File: src/rtl/uc_engine_rr_sched_pkg.sv
// Shared types for the unit-clause broadcast scheduler: literal width,
// signed literal type, scheduler states and the complement test.
`ifndef LIT_IDX_MAX
`define LIT_IDX_MAX 1023
`endif

package uc_pkg;

    // Signed literal: magnitude is a variable index, sign is polarity, 0 = none
    localparam int LIT_W = $clog2(`LIT_IDX_MAX) + 1;

    typedef logic signed [LIT_W-1:0] lit_t;

    typedef enum logic [1:0] {
        S_MEM  = 2'd0,
        S_ENG  = 2'd1,
        S_HALT = 2'd2
    } sched_state_e;

    // Two nonzero literals of opposite polarity on the same variable
    function automatic logic lits_conflict(input lit_t lit, input lit_t prev);
        return (lit != '0) && (prev != '0) && (lit == -prev);
    endfunction

endpackage

File: src/rtl/uc_engine_rr_sched_rr_pick.sv
// Rotate-priority picker: the first requester at or after ptr (wrapping)
// wins. Purely combinational so the grant can pop in the same cycle.
module uc_rr_pick #(
    parameter int NUM_ENGINE = 4,
    parameter int PTR_W      = 2
) (
    input  logic [NUM_ENGINE-1:0] req,
    input  logic [PTR_W-1:0]      ptr,
    output logic [NUM_ENGINE-1:0] gnt,
    output logic [PTR_W-1:0]      gnt_idx,
    output logic                  any
);

    logic [PTR_W-1:0] idx;

    // Walk the requesters starting at ptr and keep the first hit
    always_comb begin
        gnt     = '0;
        gnt_idx = '0;
        any     = 1'b0;
        idx     = '0;
        for (int k = 0; k < NUM_ENGINE; k++) begin
            idx = PTR_W'((int'(ptr) + k) % NUM_ENGINE);
            if (!any && req[idx]) begin
                any      = 1'b1;
                gnt_idx  = idx;
                gnt[idx] = 1'b1;
            end
        end
    end

endmodule

File: src/rtl/uc_engine_rr_sched.sv
// Round-robin scheduler for the unit-clause broadcast path. Forwards the
// memory loader's unit literals first, then serves the engine output queues
// in rotation, broadcasting each literal through a one-entry output slot
// and halting on the first pair of complementary consecutive literals.
module uc_engine_rr_sched
    import uc_pkg::*;
#(
    parameter int NUM_ENGINE = 4
) (
    input  logic                          clk,
    input  logic                          rst,
    input  logic                          mem2uca_valid,
    input  logic                          mem2uca_done,
    input  logic signed [LIT_W-1:0]       mem2uca,
    output logic                          uca2mem_ready,
    input  logic [NUM_ENGINE*LIT_W-1:0]   eng2uca_lit,
    input  logic [NUM_ENGINE-1:0]         eng2uca_valid,
    input  logic [NUM_ENGINE-1:0]         eng2uca_empty,
    input  logic [NUM_ENGINE-1:0]         uca2eng_full,
    output logic [NUM_ENGINE-1:0]         uca2eng_pop,
    output logic signed [LIT_W-1:0]       uca2eng,
    output logic                          uca2eng_valid,
    output logic                          conflict,
    output logic                          sched_idle
);

    localparam int PTR_W = (NUM_ENGINE > 1) ? $clog2(NUM_ENGINE) : 1;

    sched_state_e          state;
    logic [PTR_W-1:0]      ptr;
    lit_t                  prev_lit;

    lit_t                  eng_lit [NUM_ENGINE];
    logic [NUM_ENGINE-1:0] req;
    logic [NUM_ENGINE-1:0] gnt;
    logic [PTR_W-1:0]      gnt_idx;
    logic                  any_req;

    logic                  any_full;
    logic                  accept;
    logic                  slot_free;
    logic                  grant;
    logic                  mem_load;
    logic                  eng_load;
    logic                  load;
    lit_t                  load_lit;
    logic                  hit_conflict;
    logic                  mem_exit;

    for (genvar i = 0; i < NUM_ENGINE; i++) begin : g_unpack
        assign eng_lit[i] = eng2uca_lit[i*LIT_W +: LIT_W];
    end

    uc_rr_pick #(
        .NUM_ENGINE (NUM_ENGINE),
        .PTR_W      (PTR_W)
    ) u_pick (
        .req     (req),
        .ptr     (ptr),
        .gnt     (gnt),
        .gnt_idx (gnt_idx),
        .any     (any_req)
    );

    // Slot handshake, grant decision and the literal chosen for loading.
    // An engine grant also waits out a full engine even when the slot is
    // empty, so nothing is popped while the broadcast path is blocked.
    always_comb begin
        any_full     = |uca2eng_full;
        accept       = uca2eng_valid && !any_full;
        slot_free    = !uca2eng_valid || accept;
        req          = ~eng2uca_empty;
        grant        = (state == S_ENG) && slot_free && !any_full && any_req;
        mem_load     = (state == S_MEM) && mem2uca_valid && slot_free;
        eng_load     = grant && eng2uca_valid[gnt_idx];
        load         = mem_load || eng_load;
        load_lit     = mem_load ? mem2uca : eng_lit[gnt_idx];
        hit_conflict = load && lits_conflict(load_lit, prev_lit);
        // Leave the memory phase only once a literal offered alongside done
        // has actually been taken, so it is never dropped.
        mem_exit     = (state == S_MEM) && mem2uca_done && (!mem2uca_valid || slot_free);
    end

    // Handshakes toward memory and engines act in the deciding cycle; reset wins
    always_comb begin
        uca2mem_ready = (state == S_MEM) && slot_free && !rst;
        uca2eng_pop   = (grant && !rst) ? gnt : '0;
    end

    // Phase FSM together with slot, pointer, last literal, conflict and idle
    always_ff @(posedge clk) begin
        if (rst) begin
            state         <= S_MEM;
            ptr           <= '0;
            uca2eng       <= '0;
            uca2eng_valid <= 1'b0;
            prev_lit      <= '0;
            conflict      <= 1'b0;
            sched_idle    <= 1'b0;
        end else begin
            sched_idle <= (state == S_ENG) && (&eng2uca_empty) && !uca2eng_valid;

            if (load) begin
                uca2eng       <= load_lit;
                uca2eng_valid <= 1'b1;
            end else if (accept) begin
                uca2eng_valid <= 1'b0;
            end

            if (load && (load_lit != '0)) begin
                prev_lit <= load_lit;
            end

            if (grant) begin
                ptr <= (gnt_idx == PTR_W'(NUM_ENGINE - 1)) ? '0 : gnt_idx + 1'b1;
            end

            case (state)
                S_MEM:   if (mem_exit) state <= S_ENG;
                default: state <= state;
            endcase

            if (hit_conflict) begin
                conflict <= 1'b1;
                state    <= S_HALT;
            end
        end
    end

endmodule

File: config.mk
export PLATFORM = sky130hd
export DESIGN_NAME = uc_engine_rr_sched
export DESIGN_NICKNAME = d
export VERILOG_FILES = /design/src/rtl/uc_engine_rr_sched_pkg.sv /design/src/rtl/uc_engine_rr_sched_rr_pick.sv /design/src/rtl/uc_engine_rr_sched.sv
export SDC_FILE = /design/constraint.sdc
export NUM_CORES = 1
export LEC_CHECK = 0
export ABC_AREA = 1
export BUFFER_PORTS_ARGS = -buffer_cell sky130_fd_sc_hd__buf_2
export CORE_MARGIN = 3
export CORE_UTILIZATION = 30
export DETAILED_ROUTE_END_ITERATION = 6
export RECOVER_POWER = 25
export SETUP_SLACK_MARGIN = 0.2
export SYNTH_ARGS = -nofsm -noshare
export SYNTH_HDL_FRONTEND = slang
export SYNTH_SLANG_ARGS = --single-unit
File: constraint.sdc
create_clock -name clk -period 3.25 [get_ports clk]
set_clock_uncertainty 0.1 [all_clocks]
set_input_delay 0 -clock clk [delete_from_list [all_inputs] [get_ports clk]]
set_output_delay 0 -clock clk [all_outputs]
set_load 0.02 [all_outputs]
==> metrics.md <==
| Metric | Value |
|---|---|
| Status | completed |
| Period minus WS final | 2.86 ns |
| Least-Margin Pin Slew | 0.472 ns |
| CP Max Fanout | 10 |
| Mapped Nets | 545 |
| Routed WL | 8710 µm |
| Critical Path AT | between 2 and 3 ns |
| First-pass GRT wire length | 13,500 µm |
| Post-DRT Antenna Nets | 0 |
| Post-layout net count | roughly 640 |
| Setup_tns | 0 ns |
| Tot GR Track Use | 0.156 |
| Cell Area, Synth | ~2800 µm² |
| Share of cells above drive strength 1 | 0.295 |
| Cell Chain, Critical Path | inv_8 -> ha_4 -> inv_4 -> nand3_2 -> nand2_4 -> nor2_4 -> nand3_4 -> nor2_4 -> a21oi_4 -> buf_4 -> nand2_1 -> nand3_1 -> nand2_2 -> nand2_1 -> nor2_2 -> nand3_4 -> nand2_4 -> inv_6 -> nand3_4 -> nand2_1 -> nor2_2 |
| Die Y | 103 µm |
| Setup violations, final | 0 |
| WS Path Type | flip-flop to flip-flop |
| RSZ-0062 raised after global routing | false |
| Synth Instances | ~470 |
| Port Buffer Count | 89 |
| Hold path start | rst |
| Multi-input combinational cell area | roughly 2000 µm² |
| Worst-skew pair later-pin latency | roughly 0.28 ns |
| YS warnings | 0 |
| Vias | roughly 3,200 |
| CORE AREA | about 9000 µm² |
| Worst-path clk slew | 0.06 ns |
| Area Overhead vs Synth | 29.2% |
| Worst VDD drop | between 0.00015 and 0.0002 V |
| Htree depth | 2 |
| Yosys cell types | 39 |
| Crit share post-route | 0.881 |
| Sink Count | 29 |
| CP max stage cell | dfxtp_4 |
| Slew Viols, Final | 0 |
| Pre-Repair DR Iteration Count | 6 |
| Cell Rows | 34 |
| Reg area | 584 µm² |
| Chip width | 103 µm |
| Synthesized flop and latch total | 29 |
| Routability congestion estimate | 0.868 |
| Post-synthesis sequential area ratio | 0.204 |
| Max transition margin | 0.685 |
| Die area | around 11,000 µm² |
| Power density over the cells | 365 nW/µm² |
| Grt ovf | 0 |
| Diodes inserted | 0 |
| Pin count of the biggest net entering global routing | 23 |
| Max Clk Rate | 349 MHz |
| Post-Place Cells | 675 |
| Drt initial violations | 149 |
| WL per Instance | 12.6 µm |
| Layout fillers | 943 |
| Vias per cell | 4.60 |
| Post-Syn Area per Cell | slightly above 6 µm² |
| Kind of end point of the critical path | flip-flop |
| Clock root buffer master | clkbuf_8 |
| Critical path required time | 3.37 ns |
| Num CTS Buffers | 5 |
| Hold crit path type | input port to flip-flop |
| Initial antenna violation count | 0 |
| Fin. Hold Viols | 0 |
| Max incr delay on CP | 0.38 ns |
| Max cap viols | 0 |
| Vias in the first global route | 2,892 |
| Beginning of the critical path | ptr[0]$_SDFFE_PP0P_ |
| I/O Pins | 90 |
| Startpoint Class | flip-flop |
| Leakage | 1.88 nW |
| Start of the worst register-to-register path | ptr[0]$_SDFFE_PP0P_ |
| CTS tree | done |
| Detailed placer's ending HPWL | 6860 µm |
| Clock buffer depth | 2 |
| Initial core utilization | 0.317 |
| Drt drc | 0 |
| Fin cells | ~690 |
-- where the power goes --
| group | total, mW | switching, mW | internal [mW] |
|---|---|---|---|
| clock | 0.323 | 0.132 | 0.191 |
| sequential | 0.411 | 0.0224 | 0.388 |
| combinational | 0.608 | 0.379 | 0.229 |
| total | 1.34 | 0.533 | 0.809 |
-- layout by cell type (no fill, tap or decap), types with 7 or more instances in the layout --
cell and instances:
a21oi_1 13, buf_2 77, buf_4 7, clkbuf_1 12, clkbuf_8 7, dfxtp_1 28
inv_1 42, nand2_1 160, nand2_2 18, nand2_4 7, nand3_1 49, nand3_2 8
nor2_1 31, o21ai_1 15, or2_2 9, xor2_1 8
-- flip-flops by register name, summed over array words and instances, names as in the netlist --
signal / cells
uca2eng: 11
state: 2
uca2eng_valid: 1
ptr: 2
prev_lit: 11
sched_idle: 1
conflict: 1
-- cells in the mapped netlist, drive strengths merged --
master,instances,share of area
xor2,8,0.025
a221oi,1,0.0031
nor2,38,0.057
nand4,3,0.0066
a21oi,17,0.035
a211oi,1,0.0026
buf,15,0.047
a22oi,1,0.0026
inv,48,0.068
nand3b,6,0.016
nand2,185,0.27
nand3,61,0.14
nor4,2,0.0044
dfxtp,29,0.20
xnor2,1,0.0031
a31oi,2,0.0044
a41oi,1,0.0031
or2,10,0.022
ha,7,0.031
o21ai,23,0.043
nor3,6,0.011
clkbuf,1,0.0013
o22ai,1,0.0022
-- worst max-delay path: cells and delay by family, from the launching register on --
family,cells,cell delay [ns]
flops,1,0.38
buf+inv,4,0.36
compound gates,1,0.05
fa+ha+maj,1,0.29
simple gates,15,1.62
-- per-layer routing --
layer	track usage	vias up	wire length (µm)
met5	0	-	0
met4	0.0269	0	27
met3	0.0228	2	575
met2	0.248	107	3790
met1	0.226	1388	4310
li1	-	1692	-
-- area by class of cell --
cell class	count	area share
Sequential cell	29	0.159
Timing Repair Buffer	107	0.171
Inverter	48	0.0531
Multi-Input combinational cell	375	0.547
Clock inverter	1	0.00136
Tap cell	126	0.0429
Clock buffer	7	0.0262
-- cell families (layout without fill, tap and decap cells) --
| kind of cell | after synthesis | in the layout | synth area share |
|---|---|---|---|
| compound gates | 47 | 48 | 0.0963 |
| xor+xnor | 9 | 9 | 0.0277 |
| fa+ha+maj | 7 | 7 | 0.0308 |
| buf+inv | 64 | 163 | 0.116 |
| flops | 29 | 29 | 0.204 |
| simple gates | 311 | 311 | 0.525 |
-- path summary, 6_finish.rpt --
path	end	slack (ns)	cells after the start
worst max-delay path	state[0]$_SDFFE_PP0P_	0.39	21
worst min-delay path	prev_lit[1]$_SDFFE_PP0P_	0.02	2
worst max register to register	state[0]$_SDFFE_PP0P_	0.39	21
worst min register to register	conflict$_SDFFE_PP0P_	0.37	2
-- per-stage QoR --
| step | setup WS, ns | area [µm²] | total power, mW | utilization | hold slack, ns |
|---|---|---|---|---|---|
| finish | 0.388 | 3680 | 1.34 | 0.410 | 0.0189 |
| global route | 0.185 | 3680 | 1.45 | 0.410 | 0.0203 |
| CTS | 0.203 | 3550 | 1.33 | 0.396 | 0.00986 |
| detailed placement | 0.0266 | 3390 | 1.00 | 0.378 | 0.205 |
| global placement | 0.0903 | 3390 | 0.999 | 0.378 | 0.193 |
| floorplan | 0.367 | 2850 | 0.850 | - | 0.0480 |
-- repair_timing --
action | in CTS | in global routing
resized for setup | 6 | 15
endpoints found under the hold margin | 2 | 0
setup buffers | 0 | 5
hold buffers | 4 | 0
endpoints found under the setup margin | 15 | 14
cloned | 0 | 1
pin swaps | 0 | 9
Note: power is estimated with default switching activity, not from simulation.
